### config.mk
export PLATFORM = sky130hd
export DESIGN_NAME = register_32b1
export DESIGN_NICKNAME = d
export VERILOG_FILES = /design/src/rtl/register_32b1.sv
export SDC_FILE = /design/constraint.sdc
export NUM_CORES = 1
export LEC_CHECK = 0
export ABC_CLOCK_PERIOD_IN_PS = 800
export CORE_MARGIN = 2
export CORE_UTILIZATION = 33
export CTS_BUF_LIST = sky130_fd_sc_hd__clkbuf_16
export DETAILED_ROUTE_END_ITERATION = 8
export PLACE_DENSITY = 0.83
export SYNTH_ARGS = -nofsm -noshare
export SYNTH_HDL_FRONTEND = slang
export SYNTH_SLANG_ARGS = --single-unit
### constraint.sdc
create_clock -name clk -period 0.8 [get_ports clk]
set_input_delay 0.2 -clock clk [delete_from_list [all_inputs] [get_ports clk]]
set_output_delay 0.2 -clock clk [all_outputs]
set_load 0.005 [all_outputs]
### src/rtl/register_32b1.sv
// Quotient capture register for the structural divider, built bit-by-bit from
// dFlipFlop cells; the mux leaf cell lives here too since the divider reuses both.

module dFlipFlop (
    input  logic d,
    input  logic clk,
    input  logic reset,
    output logic q
);

    // Reset wins over data; both are only looked at on the rising edge.
    always_ff @(posedge clk) begin
        if (reset) begin
            q <= 1'b0;
        end else begin
            q <= d;
        end
    end

endmodule


module register_32b1 (
    input  logic [31:0] d,
    input  logic        clk,
    input  logic        reset,
    output logic [31:0] q
);

    // clk may be the divider's capture strobe rather than a free-running clock;
    // there is no load enable, so every rising edge captures the whole word.
    for (genvar i = 0; i < 32; i++) begin : gBit
        dFlipFlop bitCell (
            .d    (d[i]),
            .clk  (clk),
            .reset(reset),
            .q    (q[i])
        );
    end

endmodule

==> results.yml <==
worst_setup_path:
  critPathKind: "flip-flop to output port"
  worst-path-buf-inv: 1
  cp-start-kind: "flip-flop"
  slowest_stage: "dfxtp_2"
  slowest_delay_ns: 0.30
  critical-path-top-delay-family: "flip-flops"
  path_cells: "buf_2"
  crit_required_ns: 0.60
  cp_max_fo: 1
  critPathCaptureType: "output port"
  worst_ep_arrival_time_ns: 0.69
synth:
  postSynthCellCount: 99
  synth_top_area_cell: "dfxtp_1"
  netlist.area_leader.share_pct: 58.0
  syn_area_per_cell_sq_um: 11.1
  synth.area.top_cells: "dfxtp_1, buf_4, nor2b_1"
  synth_fp_nets: 133
  async_flop_share_pct: 0
  yosysWarnings: 0
  ys_seq_area_share_pct: 58.0
  synth_edf_count: 0
  ys_seq_elements: 32
  synthTopCellsByCount: "buf_4, dfxtp_1, nor2b_1"
  yosys.cell_types.count: 3
  yosysMostFrequentCell: "buf_4"
  syn_area_sq_um: 1100
  synth-main-ff-cell: "dfxtp_1"
route:
  num_vias: 708
  drc: 0
  wl_per_cell_um: 11.8
  antenna_left: 0
  drtIter0Drc: 25
  vias_per_cell: 3.89
  routed_wl_um: 2140
  dr.pass1.iters: 2
run_status:
  outcome: "complete, but fails checks"
  violations: "negative setup slack"
pwr:
  power_leakage_nw: 0.726
  p_per_area_nw_per_um2: 2310
  p_switching_w: 0.000696
  seq_power_share_pct: 45.4
  p_int_w: 0.00308
  comb_power_share_pct: 10.1
  switching_share_pct: 18.5
  ir_drop_v: 0.000986
  pwr-share-clk_pct: 44.4
global_route:
  grt-ovfl-total: 0
  grt_pass1_wl_um: 3100
  antenna_found_initial: 0
  grt_max_degree: 17
  grt_util_all_layers_pct: 11.6
  grt_pass1_vias: 708
sta:
  whs_ns: 0.476
  setup_viol: 32
  max_freq_ghz: 1.13
  final-hold-violation-count: 0
  max_slew_margin_pct: 88.2
  layout_min_cycle_time_ns: 0.886
  tightest_slew_ns: 0.178
  timing.final.crit_share_pct: 111
  rsz0062_at_grt: "yes"
  drv_slew: 0
  finalWorstSetupSlack_ns: -0.0862
placed_design:
  place_hpwl_um: 1520
  placed_cell_area_sq_um: 1570
  port_buffers: 65
  dp_slack_ns: -0.306
  place.gp.congestion: 0.586
finish:
  largest_register_ffs: 32
  top_regs: "gBit.bitCell.q (32)"
  finalNetCount: 172
  stdcell_area_sq_um: 1630
  diodes: 0
  regMostFlops: "gBit.bitCell.q"
  layout-drive-gt1-share_pct: 37.7
  syn_to_final_growth_pct: 47.7
  fill_cells: 302
die:
  die_h_um: 61.8
  start_util_pct: 35.3
  die_area_sq_um: 3820
  die_w_um: 61.8
  core_area_sq_um: 3130
  row_count: 20
  io_pins: 66
clocking:
  cts_buffer_depth: 2
  clock-root-buffer: "clkbuf_16"
  cts.sinks: 32
  cts_buffers: 5
  cts_tree: "built"
  path_clk_slew_ns: 0.05
  cts_setup_buffers: 0
  htree_levels: 2
  postCtsHoldBufs: 0
run:
  drv_cap: 0
hold_path:
  hold_class: "input pin to flip-flop"
cell type report:
type                    count  area (sq um)  share of cell area (%)
clock inverters             2          7.51                   0.460
flip-flops and latches     32           657                    40.3
multi-input cells          32           200                    12.3
repair buffers             67           586                    35.9
clock buffers               5           125                    7.67
well taps                  44          55.1                    3.38
metrics by stage:
step | std cells | utilization, % | total power, W | setup TNS, ns
after floorplan | 99 | - | 0.00194 | 0
after detailed placement | 174 | 50.1 | 0.00216 | -14.96
after global placement | 174 | 50.1 | 0.00215 | -14.41
after CTS | 182 | 50.4 | 0.00381 | -2.68
after global routing | 182 | 52.1 | 0.00396 | -3.24
final | 182 | 52.1 | 0.00377 | -2.42
cell families (layout without fill, tap and decap cells):
group	after synthesis	count (layout)	synth area share [%]
buffers and inverters	35	74	23.8
DFF	32	32	58.0
and+or+nand+nor	32	32	18.1
metal layers:
layer	global-route usage (%)	wire [um]	up-vias
met5	0	0	-
met3	4.35	254	7
li1	-	-	341
met2	20.9	1140	43
met1	10.7	706	317
met4	8.21	44	0
worst paths after layout:
| path | endpoint | from | slack, ns | depth (start not counted) |
|---|---|---|---|---|
| worst min-delay path | gBit[25].bitCell.q$_SDFF_PP0_ | d[25] | 0.48 | 2 |
| worst max-delay path | q[28] | gBit[28].bitCell.q$_SDFF_PP0_ | -0.09 | 1 |
power groups by stage:
| stage | clock, W | combinational [W] | sequential (W) |
|---|---|---|---|
| global placement | 0 | 0.000417 | 0.00173 |
| detailed placement | 0 | 0.000426 | 0.00174 |
| floorplan | 0 | 0.000205 | 0.00173 |
| finish | 0.00168 | 0.000381 | 0.00171 |
| CTS | 0.00173 | 0.000369 | 0.00171 |
| global route | 0.00182 | 0.000417 | 0.00172 |
layout by cell type (no fill, tap or decap):
cell	instances
nor2b_1	32
clkdlybuf4s50_1	32
buf_2	25
dfxtp_1	19
dfxtp_2	13
buf_6	7
clkbuf_16	5
clkinv_1	2
bufbuf_16	1
dlygate4sd2_1	1
buf_12	1
timing repair:
item,CTS,global route
endpoints found under the setup margin,61,32
resized for setup,131,16
gates cloned,1,0
(Power assumes the default switching activity.)
